File: src/rtl/branch_resolve_pkg.sv
// Shared processor types: branch classes, LEGv8 condition codes and the
// branch-resolve flush sequencer states.
package branch_resolve_pkg;

  typedef enum logic [2:0] {
    BR_NONE  = 3'd0,
    BR_B     = 3'd1,
    BR_CBZ   = 3'd2,
    BR_CBNZ  = 3'd3,
    BR_BCOND = 3'd4
  } br_type_e;

  typedef enum logic [3:0] {
    COND_EQ = 4'd0,
    COND_NE = 4'd1,
    COND_HS = 4'd2,
    COND_LO = 4'd3,
    COND_MI = 4'd4,
    COND_PL = 4'd5,
    COND_VS = 4'd6,
    COND_VC = 4'd7,
    COND_HI = 4'd8,
    COND_LS = 4'd9,
    COND_GE = 4'd10,
    COND_LT = 4'd11,
    COND_GT = 4'd12,
    COND_LE = 4'd13,
    COND_AL = 4'd14,
    COND_NV = 4'd15
  } cond_e;

  typedef enum logic [1:0] {
    ST_RUN    = 2'd0,
    ST_FLUSH1 = 2'd1,
    ST_FLUSH2 = 2'd2
  } br_state_e;

endpackage

File: src/rtl/branch_resolve_cond_check.sv
// LEGv8 condition-code evaluator against an NZCV nibble; purely combinational
// so later pipeline stages can reuse it.
module cond_check
  import branch_resolve_pkg::*;
(
  input  logic [3:0] cond,
  input  logic [3:0] nzcv,
  output logic       pass
);

  logic n, z, c, v;

  assign n = nzcv[3];
  assign z = nzcv[2];
  assign c = nzcv[1];
  assign v = nzcv[0];

  always_comb begin
    pass = 1'b0;
    unique case (cond_e'(cond))
      COND_EQ: pass = z;
      COND_NE: pass = ~z;
      COND_HS: pass = c;
      COND_LO: pass = ~c;
      COND_MI: pass = n;
      COND_PL: pass = ~n;
      COND_VS: pass = v;
      COND_VC: pass = ~v;
      COND_HI: pass = c & ~z;
      COND_LS: pass = ~c | z;
      COND_GE: pass = (n == v);
      COND_LT: pass = (n != v);
      COND_GT: pass = ~z & (n == v);
      COND_LE: pass = z | (n != v);
      COND_AL: pass = 1'b1;
      COND_NV: pass = 1'b1;
    endcase
  end

endmodule

File: src/rtl/branch_resolve.sv
// EX-stage branch resolution: NZCV register, taken decision, target address
// and a two-cycle fetch flush sequence with a one-cycle redirect strobe.
module branch_resolve
  import branch_resolve_pkg::*;
(
  input  logic        clk,
  input  logic        reset_n,
  input  logic        valid_i,
  input  logic        stall_i,
  input  logic [2:0]  br_type_i,
  input  logic [3:0]  cond_i,
  input  logic        is_zero_i,
  input  logic        alu_n_i,
  input  logic        alu_c_i,
  input  logic        alu_v_i,
  input  logic        set_flags_i,
  input  logic [63:0] pc_i,
  input  logic [25:0] imm26_i,
  input  logic [18:0] imm19_i,
  output logic        redirect_o,
  output logic [63:0] target_o,
  output logic        flush_o,
  output logic [3:0]  flags_o
);

  br_state_e   state;
  logic [3:0]  nzcv;
  logic        cond_pass;
  logic        accept;
  logic        taken;
  logic [63:0] offset;
  logic [63:0] target_next;

  // Conditions see only the registered flags left by older instructions.
  cond_check u_cond_check (
    .cond (cond_i),
    .nzcv (nzcv),
    .pass (cond_pass)
  );

  assign accept = valid_i & ~stall_i & (state == ST_RUN);

  always_comb begin
    taken = 1'b0;
    case (br_type_i)
      BR_B:     taken = 1'b1;
      BR_CBZ:   taken = is_zero_i;
      BR_CBNZ:  taken = ~is_zero_i;
      BR_BCOND: taken = cond_pass;
      default:  taken = 1'b0;
    endcase
  end

  assign offset = (br_type_i == BR_B) ? {{36{imm26_i[25]}}, imm26_i, 2'b00}
                                      : {{43{imm19_i[18]}}, imm19_i, 2'b00};
  assign target_next = pc_i + offset;

  always_ff @(posedge clk) begin
    if (!reset_n) begin
      state      <= ST_RUN;
      nzcv       <= '0;
      redirect_o <= 1'b0;
      flush_o    <= 1'b0;
      target_o   <= '0;
    end else if (!stall_i) begin
      unique case (state)
        ST_RUN: begin
          if (accept && set_flags_i)
            nzcv <= {alu_n_i, is_zero_i, alu_c_i, alu_v_i};
          if (accept && taken) begin
            state      <= ST_FLUSH1;
            redirect_o <= 1'b1;
            flush_o    <= 1'b1;
            target_o   <= target_next;
          end
        end
        ST_FLUSH1: begin
          state      <= ST_FLUSH2;
          redirect_o <= 1'b0;
        end
        ST_FLUSH2: begin
          state   <= ST_RUN;
          flush_o <= 1'b0;
        end
        default: begin
          state      <= ST_RUN;
          redirect_o <= 1'b0;
          flush_o    <= 1'b0;
        end
      endcase
    end
  end

  assign flags_o = nzcv;

endmodule

File: config.mk
export PLATFORM = sky130hd
export DESIGN_NAME = branch_resolve
export DESIGN_NICKNAME = d
export VERILOG_FILES = /design/src/rtl/branch_resolve_pkg.sv /design/src/rtl/branch_resolve_cond_check.sv /design/src/rtl/branch_resolve.sv
export SDC_FILE = /design/constraint.sdc
export NUM_CORES = 1
export LEC_CHECK = 0
export CORE_ASPECT_RATIO = 0.75
export CORE_MARGIN = 5
export CORE_UTILIZATION = 44
export DETAILED_ROUTE_END_ITERATION = 8
export PLACE_DENSITY = 0.84
export SYNTH_ARGS = -nofsm -noshare
export SYNTH_HDL_FRONTEND = slang
export SYNTH_SLANG_ARGS = --single-unit
File: constraint.sdc
create_clock -name clk -period 4.1 [get_ports clk]
set_input_delay 0.41 -clock clk [delete_from_list [all_inputs] [get_ports clk]]
set_output_delay 0.41 -clock clk [all_outputs]
set_load 0.005 [all_outputs]
### After elaboration in Yosys (flattened, before gate mapping)

Index checks and enable logic that the tools add are counted.

* register bits: 72

* add/sub/neg operators: 1
* equal/unequal tests: 24
* multiplexer cells: 8
* bitwise operators: 14
* reduce and logical (&&, ||, !) cells: 10

Operators by type and width (count)
* adder 64 bit: 1
* 2-to-1 mux 64 bit: 1
* equality test 4 bit (second input constant): 8
* equality test 4 x 3 -> 1 bit (second input constant): 4
* one-hot mux 1 bit (15 select lines): 1
* AND reduction 3 bit: 4
* equality test 4 x 2 -> 1 bit (second input constant): 2
* inverter 1 bit: 8
* equality test 3 x 2 -> 1 bit (second input constant): 2
* AND 1 bit: 4
* equality test 4 x 1 -> 1 bit (second input constant): 1
* logical NOT 4 bit: 1
* one-hot mux 1 bit (2 select lines): 2
* one-hot mux 1 bit (4 select lines): 1
* one-hot mux 2 bit (2 select lines): 1
* equality test 3 x 1 -> 1 bit (second input constant): 1
* equality test 3 bit (second input constant): 1
* equality test 2 x 1 -> 1 bit (second input constant): 1
* equality test 2 bit (second input constant): 1
* logical AND 1 bit: 2
* logical NOT 2 bit: 1
* 2-to-1 mux 2 bit: 1
* inequality test 2 x 1 -> 1 bit (second input constant): 1
* bitwise OR 1 bit: 2
* 5 further kinds: 5

### Longest topological paths before layout

* word-level depth: 7
* gate-level depth with buffers: 16
* gate-level depth less buffers: 14

### Hierarchy

Synthesis repeated with hierarchy kept, for this count alone.

* cells, all modules: 889
* area total of the unflattened synthesis: 6682.7 sq um

Modules (own cells, without submodules)
* branch_resolve: instances 1, cells each 860, area each 6481.2 sq um
* cond_check: instances 1, cells each 29, area each 201.4 sq um

### Least setup slack after synthesis

No wires, ideal clock.

* path kind: in2reg
* start: input br_type_i[1]
* end: register target_o[52]
* arrival: 4.085 ns
* data required time: 4.005 ns
* slack: -0.080 ns
* stages on the path: 16
* cells stage by stage: nor3b_1 -> clkbuf_1 -> buf_1 -> mux2_2 -> ha_1 -> inv_1 -> fa_1 -> nor2b_4 -> o31a_4 -> o21a_1 -> a221o_2 -> o221ai_4 -> a2111oi_4 -> o211ai_2 -> or4b_1 -> o311ai_1

* cells in the longest elaborated chain, start to end: 4

Ends and longest elaborated chain
* from (decl): RTL line branch_resolve.sv:10 `input logic [2:0] br_type_i,`
* branches (longest 4 deep; another with adder 64 bit)
* to (signal assigned): RTL line branch_resolve.sv:74 `target_o <= target_next;`
* to (decl): RTL line branch_resolve.sv:21 `output logic [63:0] target_o,`

Several ways; the timed one is not identified.
A chain may end at the register's enable or synchronous reset.

### Final worst setup path

* start: input br_type_i[2]
* end: register target_o[56]

The elaborated chain is that of the path after synthesis.

==> impl_metrics.csv <==
group,metric,value,unit
power_and_ir_drop,static-leakage-power,4.619,nW
synthesis,syn_avg_cell_area,7.537,µm²
layout,area_growth,62.13,%
synthesis,synth_cells,892,
die,die_h,117.0,µm
power_and_ir_drop,peakVddDrop,177.3,µV
cts,clk_path_buf_depth,2,
sta,finalCritPeriodShare,0.9323,
global_route,met2_usage,0.4459,
cts,cts_root_buf,"clkbuf_16",
synthesis,syn_nets,1079,
worst_hold_path,min_path_type,"reg -> reg",
synthesis,dominantRegCellSynth,"dfxtp_1",
sta,maxSlewHeadroom,0.5088,
sta,whs,449.7,ps
global_route,grt_pass1_wl,40330,µm
critical_path,critPathArrivalTime,4120,ps
layout,diodes,0,
critical_path,cp-start-kind,"primary input",
sta,clock_skew,7.350,ps
synthesis,ys_seq_area_frac,0.2144,
layout,final_cells,1467,
layout,final_util,0.7205,
power_and_ir_drop,p_per_area,273.5,nW/µm²
layout,fillers,1188,
placement,hpwl,20390,µm
route,wl_per_cell,18.21,µm
global_route,top_usage_layer,"met2",
placement,dp.cells,1442,
die,io_pins,195,
global_route,grt_max_degree,77,
sta,rsz0062_at_grt,"false",
cts,clkLatencyLatePin,350,ps
synthesis,yosysWarnings,0,
critical_path,worstPathRequired,4400,ps
sta,fmax,261.6,MHz
sta,final-max-slew-violation-count,0,
die,dieArea,17880,µm²
placement,pre_cts_ws,-408.9,ps
layout,final_nets,1444,
global_route,grt_pass1_vias,7999,
layout,final_cell_mix,"buf_4 (205), clkdlybuf4s50_1 (191), a21oi_1 (101), nand2_1 (92), nor2_1 (81)",
die,row_count,39,
critical_path,critPathCaptureType,"flip-flop",
cts,cts_tree,"done",
global_route,antenna_found_initial,0,
global_route,met3_usage,0.05696,
cts,path_clk_slew,70,ps
route,ant_nets,0,
sta,setup_slack,277.5,ps
sta,finalHoldViolCount,0,
route,drcViolationCount,0,
global_route,grtUsageTotal,0.2753,
cts,cts.htree.levels,3,
cts,cts.sinks,72,
critical_path,worstSetupPathType,"in -> reg",
placement,io_buffer_count,194,
global_route,use_met1,0.3798,
sta,final-setup-viol-count,0,
cts,numCtsBuffers,9,
sta,worstMarginPinSlew,735.0,ps
synthesis,synthArstFlopShare,0,
critical_path,crit_path_max_fanout,6,
route,drt_wl_total,26710,µm
synthesis,synthesis.area,6723,µm²
synthesis,synth-edff-count,0,
die,core-area,15130,µm²
synthesis,synthDistinctLibCells,76,
sta,period_needed,3822,ps
synthesis,yosys_register_bits,72,
placement,routabilityCongestion,0.9505,
layout,drive_gt1_frac,0.2361,
route,drt-initial-drc-count,721,
cts,ctsHoldBuffers,0,
global_route,overflow,0,
route,via_per_inst,5.746,
layout,layout_commonest_cell,"buf_4",
die,initial_core_util,0.4444,
route,first_pass_iters,8,
outcome,status,"finished clean",
route,vias,8430,
die,fp.dieW,152.7,µm
flow_run,maxCapViolCount,0,
## flip-flops by register name, summed over array words and instances, names as in the netlist
| signal | count |
|---|---|
| flush_o | 1 |
| flags_o | 4 |
| state | 2 |
| redirect_o | 1 |
| target_o | 64 |
## report_power, final
group | leakage, nW | internal (mW) | switching (mW)
registers | 0.584 | 0.732 | 0.0207
clock network | 0.139 | 0.410 | 0.345
logic | 3.90 | 0.767 | 0.706
total | 4.62 | 1.91 | 1.07
## routing by layer
| metal | part of all wire | up-vias |
|---|---|---|
| met3 | 0.081 | 59 |
| met5 | 0 | - |
| met1 | 0.45 | 3959 |
| met2 | 0.45 | 395 |
| li1 | - | 4017 |
| met4 | 0.020 | 0 |
## what timing repair did
item                                    in CTS  in global routing
setup buffers                                1                  7
endpoints found under the setup margin       9                 23
resized for setup                            1                 54
pin swaps                                    0                 21
gates cloned                                 0                  1
## area by class of cell
cell class,instances,area (µm²),area share
flip-flops and latches,72,1441,0.1322
inverters,29,108.9,0.009987
clock inverters,7,46.29,0.004248
clock buffers,9,225.2,0.02066
multi-input cells,741,5255,0.4821
repair buffers,404,3566,0.3272
well taps,205,256.5,0.02353
## worst max-delay path, cell delays in order
cell	delay (ps)
dlymetal6s2s_1	160
nor3b_4	240
buf_6	160
buf_6	130
mux2_2	360
ha_4	300
nand2_1	100
o21ai_1	170
o21a_1	180
a221o_2	220
o221ai_4	170
a2111oi_4	680
o2111ai_2	250
a2111oi_2	420
a311o_1	160
## synthesized netlist by cell type (3+ instances only)
| master | instances | area, µm² |
|---|---|---|
| mux2i_1 | 18 | 180.2 |
| a221oi_1 | 4 | 35.03 |
| nor2_1 | 81 | 304.0 |
| a211o_1 | 4 | 35.03 |
| a21oi_1 | 103 | 515.5 |
| a31oi_1 | 11 | 68.82 |
| o21ai_1 | 10 | 50.05 |
| and4_1 | 5 | 43.79 |
| a2111oi_0 | 4 | 35.03 |
| inv_1 | 28 | 105.1 |
| nor3_1 | 19 | 95.09 |
| ha_1 | 61 | 763.2 |
| nand3_1 | 26 | 130.1 |
| a21o_1 | 37 | 277.8 |
| a221o_1 | 3 | 30.03 |
| o21a_1 | 13 | 97.59 |
| nand4_1 | 16 | 100.1 |
| or2_2 | 4 | 25.02 |
| xnor2_1 | 34 | 297.8 |
| mux2_2 | 19 | 214.0 |
| and3_1 | 9 | 56.30 |
| o31a_1 | 3 | 26.28 |
| clkbuf_1 | 35 | 131.4 |
| dfxtp_1 | 72 | 1441 |
| xor2_1 | 12 | 105.1 |
| a211oi_1 | 8 | 60.06 |
| nor2b_1 | 4 | 25.02 |
| or3_1 | 10 | 62.56 |
| buf_1 | 4 | 15.01 |
| o31ai_1 | 6 | 45.04 |
| nand2_1 | 93 | 349.1 |
| and2_1 | 10 | 62.56 |
| o21bai_1 | 14 | 105.1 |
| nor4_1 | 5 | 31.28 |
| o211ai_1 | 4 | 30.03 |
| buf_2 | 10 | 50.05 |
| o311ai_1 | 4 | 35.03 |
| o22ai_1 | 3 | 18.77 |
| o21ai_0 | 40 | 200.2 |
## logic make-up (layout without fill, tap and decap cells)
group	after synthesis	in the layout	synth area share
AO/OA/AOI/OAI	300	300	0.2961
XOR/XNOR	46	46	0.05993
adder cells (fa/ha/maj)	62	62	0.1165
buffers and inverters	79	449	0.04616
flip-flops	72	72	0.2144
multiplexers	37	37	0.05863
AND/OR/NAND/NOR	296	296	0.2083
## per-stage QoR
step | TNS, ps | total power, mW | cell area [µm²]
2_1_floorplan | 0 | 1.463 | 6725
3_3_place_gp | -3878 | 2.107 | 10270
3_5_place_dp | -8241 | 2.139 | 10270
4_1_cts | 0 | 2.892 | 10560
5_1_grt | 0 | 3.130 | 10900
6_report | 0 | 2.981 | 10900
## path summary, 6_finish.rpt
kind | from | to | slack (ps) | depth (start not counted)
worst max-delay path | br_type_i[2] | target_o[56] | 280 | 15
worst min-delay path | target_o[23] | target_o[23] | 450 | 2
worst max register to register | flags_o[3] | target_o[11] | 1240 | 9
worst min register to register | target_o[23] | target_o[23] | 450 | 2
(Power assumes the default switching activity.)
